### src/rtl/ahb2apb_bridge.sv
// ahb2apb_bridge: single-clock AHB-to-APB bridge with one outstanding transfer,
// error response forwarding and an optional ACCESS-phase timeout.
`default_nettype none

module ahb2apb_bridge #(
  parameter int TIMEOUT = 16
) (
  input  logic        PCLK,
  input  logic        PRESETn,
  input  logic        HSEL,
  input  logic [31:0] HADDR,
  input  logic [1:0]  HTRANS,
  input  logic        HWRITE,
  input  logic [31:0] HWDATA,
  input  logic        HREADYIN,
  output logic        HREADYOUT,
  output logic [31:0] HRDATA,
  output logic        HRESP,
  output logic        PSEL,
  output logic        PENABLE,
  output logic        PWRITE,
  output logic [31:0] PADDR,
  output logic [31:0] PWDATA,
  input  logic [31:0] PRDATA,
  input  logic        PREADY,
  input  logic        PSLVERR
);

  typedef enum logic [2:0] {
    IDLE   = 3'd0,
    WDATA  = 3'd1,
    SETUP  = 3'd2,
    ACCESS = 3'd3,
    ERR1   = 3'd4,
    ERR2   = 3'd5
  } state_t;

  localparam bit         C_TO_EN   = (TIMEOUT > 0);
  localparam logic [7:0] C_TO_LAST = (TIMEOUT > 0) ? 8'(TIMEOUT - 1) : 8'd0;

  state_t      r_state;
  state_t      w_next_state;
  logic [7:0]  r_cnt;
  logic [31:0] r_paddr;
  logic [31:0] r_pwdata;
  logic [31:0] r_hrdata;
  logic        r_pwrite;
  logic        w_accept;
  logic        w_can_accept;
  logic        w_hreadyout;
  logic        w_hresp;
  logic        w_psel;
  logic        w_penable;
  logic        w_unused;

  // SEQ and NONSEQ are treated alike, so only HTRANS[1] matters.
  assign w_unused     = HTRANS[0];
  assign w_can_accept = (r_state == IDLE) || (r_state == ERR2);
  assign w_accept     = w_can_accept && HSEL && HREADYIN && HTRANS[1];

  always_ff @(posedge PCLK or negedge PRESETn) begin
    if (!PRESETn) begin
      r_state <= IDLE;
    end else begin
      r_state <= w_next_state;
    end
  end

  always_comb begin
    w_next_state = r_state;
    w_hreadyout  = 1'b0;
    w_hresp      = 1'b0;
    w_psel       = 1'b0;
    w_penable    = 1'b0;
    case (r_state)
      IDLE, ERR2: begin
        w_hreadyout = 1'b1;
        w_hresp     = (r_state == ERR2);
        if (w_accept) begin
          w_next_state = HWRITE ? WDATA : SETUP;
        end else begin
          w_next_state = IDLE;
        end
      end
      WDATA: w_next_state = SETUP;
      SETUP: begin
        w_psel       = 1'b1;
        w_next_state = ACCESS;
      end
      ACCESS: begin
        w_psel    = 1'b1;
        w_penable = 1'b1;
        if (PREADY) begin
          w_next_state = PSLVERR ? ERR1 : IDLE;
        end else if (C_TO_EN && (r_cnt == C_TO_LAST)) begin
          w_next_state = ERR1;
        end
      end
      ERR1: begin
        w_hresp      = 1'b1;
        w_next_state = ERR2;
      end
      default: w_next_state = IDLE;
    endcase
  end

  // Counter restarts from zero on every entry into ACCESS.
  always_ff @(posedge PCLK or negedge PRESETn) begin
    if (!PRESETn) begin
      r_paddr  <= 32'd0;
      r_pwrite <= 1'b0;
      r_pwdata <= 32'd0;
      r_hrdata <= 32'd0;
      r_cnt    <= 8'd0;
    end else begin
      if (w_accept) begin
        r_paddr  <= HADDR;
        r_pwrite <= HWRITE;
      end
      if (r_state == WDATA) begin
        r_pwdata <= HWDATA;
      end
      if ((r_state == ACCESS) && PREADY && !PSLVERR && !r_pwrite) begin
        r_hrdata <= PRDATA;
      end
      r_cnt <= (r_state == ACCESS) ? r_cnt + 8'd1 : 8'd0;
    end
  end

  assign HREADYOUT = w_hreadyout;
  assign HRESP     = w_hresp;
  assign PSEL      = w_psel;
  assign PENABLE   = w_penable;
  assign PWRITE    = r_pwrite;
  assign PADDR     = r_paddr;
  assign PWDATA    = r_pwdata;
  assign HRDATA    = r_hrdata;

endmodule

`default_nettype wire

### config.mk
export PLATFORM = sky130hd
export DESIGN_NAME = ahb2apb_bridge
export DESIGN_NICKNAME = d
export VERILOG_FILES = /design/src/rtl/ahb2apb_bridge.sv
export SDC_FILE = /design/constraint.sdc
export NUM_CORES = 1
export LEC_CHECK = 0
export CAP_MARGIN = 20
export CORE_ASPECT_RATIO = 0.5
export CORE_MARGIN = 2
export CORE_UTILIZATION = 41
export DETAILED_ROUTE_END_ITERATION = 10
export PLACE_DENSITY = 0.81
export SLEW_MARGIN = 20
export SYNTH_ARGS = -nofsm -noshare
export SYNTH_HDL_FRONTEND = slang
export SYNTH_SLANG_ARGS = --single-unit
### constraint.sdc
create_clock -name PCLK -period 2.13 [get_ports PCLK]
set_input_delay 0.5325 -clock PCLK [delete_from_list [all_inputs] [get_ports PCLK]]
set_output_delay 0.5325 -clock PCLK [all_outputs]
set_load 0.005 [all_outputs]
-- After elaboration in Yosys (flattened, before gate mapping)
Index checks and enable logic that the tools add are counted.
- register bits: 108
- input bits: 105
- output and inout bits: 101
- word-level logic and storage cells: 37
- add/subtract/negate cells: 1
- equal/unequal tests: 7
- mux-type cells: 11
- reduce and logical (&&, ||, !) cells: 12
- operators with widths (operator ; count):
    3-bit one-hot mux with 5 select lines ; 1
    3-bit 2-to-1 mux ; 3
    8-bit by 1-bit adder with 8-bit output (second input constant) ; 1
    8-bit by 4-bit equality test with 1-bit output (second input constant) ; 1
    8-bit 2-to-1 mux ; 1
    3-bit by 2-bit equality test with 1-bit output (second input constant) ; 2
    3-bit equality test (second input constant) ; 2
    1-bit logical AND ; 6
    2-bit 2-to-1 mux ; 2
    2-bit OR reduction ; 2
    3-bit by 1-bit equality test with 1-bit output (second input constant) ; 1
    3-bit logical NOT ; 1
    1-bit 2-to-1 mux ; 3
    3-bit != test (second input constant) ; 1
    1-bit logical NOT ; 2
    1-bit one-hot mux with 2 select lines ; 1
    1-bit logical OR ; 1

-- Depth between registers and ports, before layout
Gate-level depths: netlist of the first run.
- depth after elaboration: 7
- mapped depth: 6
- mapped depth without buffers: 4

-- Least setup slack after synthesis of the first run
OpenSTA, ideal clock, no wires.
- kind: input-to-reg
- from: input port PREADY
- to: register r_hrdata[10] (netlist: HRDATA[10])
- setup time: 125 ps
- data arrival time: 1591 ps
- required time: 2005 ps
- path slack: 414 ps
- stages on the path: 5
- path buffers: 2
- cells stage by stage: nor2b_1 > or3b_1 > buf_2 > buf_6 > mux2_4
- cells in the longest elaborated chain, start to end: 3
- ends and longest elaborated chain (what ; RTL line ; text):
    start, declared ; 25 ; input logic PREADY,
    1-bit logical AND (3 in a row) ; 123 ; if ((r_state == ACCESS) && PREADY && !PSLVERR && !r_pwrite) begin
    end signal, assigned ; 113 ; r_hrdata <= 32'd0;
    end signal, assigned ; 124 ; r_hrdata <= PRDATA;
    end, declared ; 46 ; logic [31:0] r_hrdata;
No other way between the ends.
A chain may end at the register's enable or synchronous reset.

-- Final worst setup path of the first run
- from: register r_state[2]
- to: output port HRESP
- cells in the longest elaborated chain, start to end: 3
- elaborated cells on any way between the ends: 5
- those cells by class: eq/ne (2); mux (1); reduce/logical (2)
- ends and longest elaborated chain (what ; RTL line ; text):
    start, declared ; 41 ; state_t r_state;
    start signal, assigned ; 65 ; r_state <= w_next_state;
    3-bit equality test / 3-bit logical NOT (equally long branches) ; 75, 78 ;
    2-bit OR reduction ; 75 ; case (r_state)
    1-bit one-hot mux with 2 select lines (*) ; 75 ;
    end, declared ; 18 ; output logic HRESP,
Every way passes the cells marked *; elsewhere a longest branch is shown, timed or not.

==> results of run 1 <==
==> metal layers <==
metal / routed length, µm / vias to the layer above
met1: 4110 / 1462
met4: 318 / 0
met2: 5580 / 53
met3: 323 / 27
met5: 0 / -
li1: - / 1345
==> state kept, by name (all words and copies together), names as in the netlist <==
signal   count
PWRITE       1
PWDATA      32
r_state      3
PADDR       32
HRDATA      32
r_cnt        8
==> through the flow <==
| step | setup slack, ns | TNS (ns) | cell area (µm²) | hold slack [ns] | util |
|---|---|---|---|---|---|
| finish | 0.0455 | 0 | 6860 | 0.0275 | 0.674 |
| global route | 0.00268 | 0 | 6860 | 0.0301 | 0.674 |
| CTS | 0.0250 | 0 | 6860 | 0.0259 | 0.674 |
| detailed placement | -0.261 | -8.04 | 6560 | 0.409 | 0.644 |
| global placement | -0.230 | -7.21 | 6560 | 0.407 | 0.644 |
| floorplan | 0.414 | 0 | 4290 | 0.237 | - |
==> area by class of cell <==
class | count | share of cell area
Timing Repair Buffer | 214 | 0.317
Tap cell | 140 | 0.0255
Multi-Input combinational cell | 140 | 0.219
Sequential cell | 108 | 0.394
Clock buffer | 10 | 0.0348
Clock inverter | 6 | 0.00693
Inverter | 4 | 0.00219
==> report_power, final <==
part           leakage [µW]  internal, µW  switching [µW]
Clock              0.000139           837             786
Combinational       0.00152          2910            1200
Sequential          0.00132          3020             521
Total               0.00298          6770            2510
==> critical path: stages, from the launching register on <==
cell             delay, ns
dfrtp_2               0.44
nor2b_2               0.21
clkdlybuf4s50_1       0.55
==> cell usage after synthesis, drive strengths merged <==
master,count
and2,1
nand2,1
nand4,1
nor4,1
mux2,97
nand3b,1
ha,1
a2bb2oi,1
clkbuf,1
a21oi,3
inv,4
or2,1
or3,3
dfrtp,108
nand3,4
o21ai,3
xor2,2
a211o,1
buf,11
or3b,1
a221o,1
nor2b,3
nor3,2
xnor2,3
a211oi,1
and3,1
nor2,7
==> kinds of logic (layout without fill, tap and decap cells) <==
kind of cell / count (synthesis) / in the layout / synth area share
mux: 97 / 97 / 0.281
buf+inv: 16 / 234 / 0.0222
simple gates: 27 / 27 / 0.0377
xor+xnor: 5 / 5 / 0.0102
flops: 108 / 108 / 0.631
compound gates: 10 / 10 / 0.0152
fa+ha+maj: 1 / 1 / 0.00292
==> worst max path at each step <==
stage	start	to	slack, ns	depth (start not counted)
floorplan	PREADY	HRDATA[10]$_DFFE_PN0P_	0.41	5
global placement	PREADY	HRDATA[14]$_DFFE_PN0P_	-0.23	5
detailed placement	PREADY	HRDATA[7]$_DFFE_PN0P_	-0.26	5
CTS	r_state[2]$_DFFE_PN0P_	HRESP	0.02	2
global route	r_state[2]$_DFFE_PN0P_	HRESP	0.003	2
finish	r_state[2]$_DFFE_PN0P_	HRESP	0.05	2
==> timing repair <==
action                     4_1_cts  5_1_grt
gates resized for setup          5        0
hold buffers                     0        0
buffers inserted                 1        0
setup endpoints to repair        3        0
==> impl_results.md, run 1 <==
* Most common cell after layout, fill and taps aside: clkdlybuf4s50_1
* Layout Nets at 583
* Slew at the pin with the worst max-slew slack at 0.427 ns
* CP Max Fanout at 6
* Reg area at 0.00270 mm²
* Busiest grt layer: met2
* Layout cells sized above 1 at 0.272
* Largest area contributor in the netlist: dfrtp_1
* DR vias/cell at 4.64
* Yosys warning count at 0
* Met1 usage at 0.219
* Post-Syn Area at 0.00429 mm²
* RR Endpoint: HRDATA[18]$_DFFE_PN0P_
* Peak VDD IR at 0.487 mV
* Root buffer cell: clkbuf_16
* Met2 Track Usage GR at 0.338
* Full die area at 0.0113 mm²
* Via total after detailed routing at 2887
* Max Slew Vio Count at 0
* Max frequency at 480 MHz
* Final Total Pwr at 9280 µW
* R2R depth at 5
* HPWL Detailed at 7.72 mm
* Max H-tree Level at 3
* Sequential element share of the synthesized area at 0.631
* Unrepaired setup endpoints after global routing: no
* Antenna violations before repair at 0
* Wire per inst at 16.6 µm
* WL final at 10.3 mm
* Status: finished, final reports clean
* Reg2Reg Setup Slack at 0.10 ns
* Clock Skews at 0.0120 ns
* Rel. slew slack at 0.714
* Worst-Skew Late Latency at 0.35 ns
* Syn avg cell area at 16.2 µm²
* WP data arrival at 1.55 ns
* Boundary Pins at 206
* Final worst path period need at 2.08 ns
* Die Y at 76.3 µm
* CTS tree: built
* LEAKAGE at 0.00298 µW
* Sink Count at 108
* Seq cells post-synth at 108
* Drt first pass iters at 4
* Post-Syn Nets at 370
* Clk pin slew, worst setup/hold paths at 0.08 ns
* CTS max path bufs at 2
* Most frequent cells in the layout: clkdlybuf4s50_1 (201), dfrtp_1 (107), mux2_2 (67)
* Vias in the first global route at 3107
* Hold Path Class: in2async
* Core ar. at 0.0102 mm²
* Fin crit share at 0.979
* GRT Total Usage at 0.190
* Share of the synthesized area in the top cell type at 0.631
* Post-synth cell types at 31
* Total congestion overflow at 0
* First-pass GRT wire length at 16.5 mm
* Number of DRC markers in iteration 0 at 142
* Final Hold Fails at 0
* Final std cells w/o fill at 622
* Port bufs at 204
* Dpl cells at 605
* Syn Inst Count at 264
* Max-Cap Viols at 0
* Routing usage on met3 at 0.0473
* CP startpoint kind: flip-flop
* PwrDens at 1350 mW/mm²
* Largest net degree at the start of global routing at 49
* Initial Utilization at 0.421
* Row Count at 26
* Area occupied by multi-input gates at 0.00150 mm²
* Residual DRC at 0
* Area Growth Syn to Fin at 60.1%
* Final antenna diode count at 0
* Total CTS buffers at 9
* Dominant cells by area after synthesis: dfrtp_1 (63%), mux2_2 (18%), mux2_4 (11%)
* Worst Path Required at 1.60 ns
* Die width at 149 µm
* Gp weighted congestion at 0.766
* RR Startpoint: r_state[2]$_DFFE_PN0P_
* Worst setup EP type: primary output
* ANT nets after route at 0
* Type of the worst setup path: reg2out
* Setup violators final at 0
* # fillers at 762
Power figures use the tool's default switching activity.
==> run 2: changes to the inputs <==
==> constraint.sdc (replaced) <==
create_clock -name PCLK -period 2.2 [get_ports PCLK]
set_input_delay 0.55 -clock PCLK [delete_from_list [all_inputs] [get_ports PCLK]]
set_output_delay 0.55 -clock PCLK [all_outputs]
set_load 0.005 [all_outputs]
==> run 2 against run 1 <==
Against the previous run: routed wire length increased by 2.6%; via count decreased by 0.59%; die area unchanged; clock power increased by 9%; total power decreased by 1.4%.
==> impl_results.md, run 2 (synthesis gave the netlist of run 1 again) <==
* WL final at 10.6 mm
* Hold Worst Slack at 0.161 ns
* DR vias/cell at 4.62
* GRT Total Usage at 0.195
* First-pass GRT wire length at 16.9 mm
* Rel. slew slack at 0.677
* RR Startpoint: r_state[2]$_DFFE_PN0P_
* Die Y at 76.3 µm
* Largest net degree at the start of global routing at 40
* Antenna violations before repair at 0
* Boundary Pins at 206
* Most common cell after layout, fill and taps aside: clkdlybuf4s50_1
* Slew at the pin with the worst max-slew slack at 0.485 ns
* Hold Path Class: in2async
* Setup violators final at 0
* WP data arrival at 1.57 ns
* Final Hold Fails at 0
* Reg2Reg Setup Slack at 0.31 ns
* Clk pin slew, worst setup/hold paths at 0.07 ns
* Clock Skews at 0.00437 ns
* Most frequent cells in the layout: clkdlybuf4s50_1 (201), dfrtp_1 (106), mux2_2 (67)
* Full die area at 0.0113 mm²
* Post-layout util at 0.676
* ANT nets after route at 0
* CTS max path bufs at 2
* Row Count at 26
* Worst Path Required at 1.65 ns
* Area Growth Syn to Fin at 60.6%
* Residual DRC at 0
* Worst Slack Setup Final at 0.0844 ns
* Number of DRC markers in iteration 0 at 99
* Core ar. at 0.0102 mm²
* Type of the worst setup path: reg2out
* RR Endpoint: HRDATA[3]$_DFFE_PN0P_
* HPWL Detailed at 7.94 mm
* Root buffer cell: clkbuf_16
* Layout cells sized above 1 at 0.270
* Placed Area at 0.00654 mm²
* PwrDens at 1330 mW/mm²
* Wire per inst at 17.1 µm
* Vias in the first global route at 3173
* Final worst path period need at 2.12 ns
* Port bufs at 204
* Layout Nets at 582
* Final antenna diode count at 0
* R2R depth at 4
* Gp weighted congestion at 0.758
* Initial Utilization at 0.421
* Peak VDD IR at 0.511 mV
* Max-Cap Viols at 0
* Worst-Skew Late Latency at 0.34 ns
* Total congestion overflow at 0
* CTS tree: built
* Max Slew Vio Count at 0
* Unrepaired setup endpoints after global routing: no
* Via total after detailed routing at 2870
* Sink Count at 108
* Die width at 149 µm
* Status: finished, final reports clean
* Fin area at 0.00688 mm²
* Fin crit share at 0.962
* Pre-CTS setup slack at -0.202 ns
* Worst setup EP type: primary output
* Max frequency at 473 MHz
* LEAKAGE at 0.00298 µW
* CP Max Fanout at 7
* CP startpoint kind: flip-flop
* Max H-tree Level at 3
* Total CTS buffers at 9
* Drt first pass iters at 4
-- run 2: changes by cell type in the layout (fill, tap and decap cells not counted), sizes merged --
cell and change:
clkinv -3, clkbuf +1, clkinvlp +1, buf -1
bufinv +2, inv -1
-- run 2: final cells by class --
class                   count  area, µm²
clock inverters             5       83.8
multi-input cells         140       1500
well taps                 140        175
inverters                   4       15.0
clock buffers              11        243
repair buffers            213       2150
fillers                   743       3300
flip-flops and latches    108       2710
-- run 2: stage by stage --
step / std cells / TNS (ns) / total power, µW
6_report: 621 / 0 / 9150
5_1_grt: 621 / 0 / 9640
4_1_cts: 621 / 0 / 9240
3_5_place_dp: 604 / -6.05 / 7450
3_3_place_gp: 604 / -5.28 / 7330
2_1_floorplan: 264 / 0 / 4980
-- run 2: how the worst max path moves through the flow --
| stage | start | endpoint | slack [ns] | depth (start not counted) |
|---|---|---|---|---|
| after global routing | r_state[1]$_DFFE_PN0P_ | PSEL | 0.008 | 2 |
| final | r_state[1]$_DFFE_PN0P_ | PSEL | 0.08 | 2 |
| after CTS | r_state[1]$_DFFE_PN0P_ | HRESP | 0.05 | 2 |
| after global placement | PREADY | HRDATA[13]$_DFFE_PN0P_ | -0.17 | 5 |
| after floorplan | PREADY | HRDATA[10]$_DFFE_PN0P_ | 0.47 | 5 |
| after detailed placement | PREADY | HRDATA[9]$_DFFE_PN0P_ | -0.20 | 5 |
-- run 2: per-layer routing --
| layer | share of wire | vias to the layer above | global-route usage |
|---|---|---|---|
| met5 | 0 | - | 0 |
| met4 | 0.030 | 0 | 0.0743 |
| met3 | 0.025 | 23 | 0.0443 |
| met2 | 0.55 | 45 | 0.363 |
| met1 | 0.39 | 1456 | 0.218 |
| li1 | - | 1346 | - |
-- run 2: repair_timing --
action                     CTS  global route
hold buffers                 0             0
setup endpoints to repair    3             1
setup buffers                1             0
resized for setup            5             1
hold endpoints to repair     0             0
-- run 2: power breakdown --
| group | internal (µW) | total, µW | switching [µW] |
|---|---|---|---|
| Combinational | 2790 | 3940 | 1150 |
| Sequential | 2920 | 3460 | 530 |
| Clock | 1030 | 1760 | 722 |
| Total | 6740 | 9150 | 2400 |
-- run 2: worst max-delay path, stage by stage, from the launching register on --
cell	delay, ns
dfrtp_2	0.49
nor2b_1	0.20
clkdlybuf4s50_1	0.53
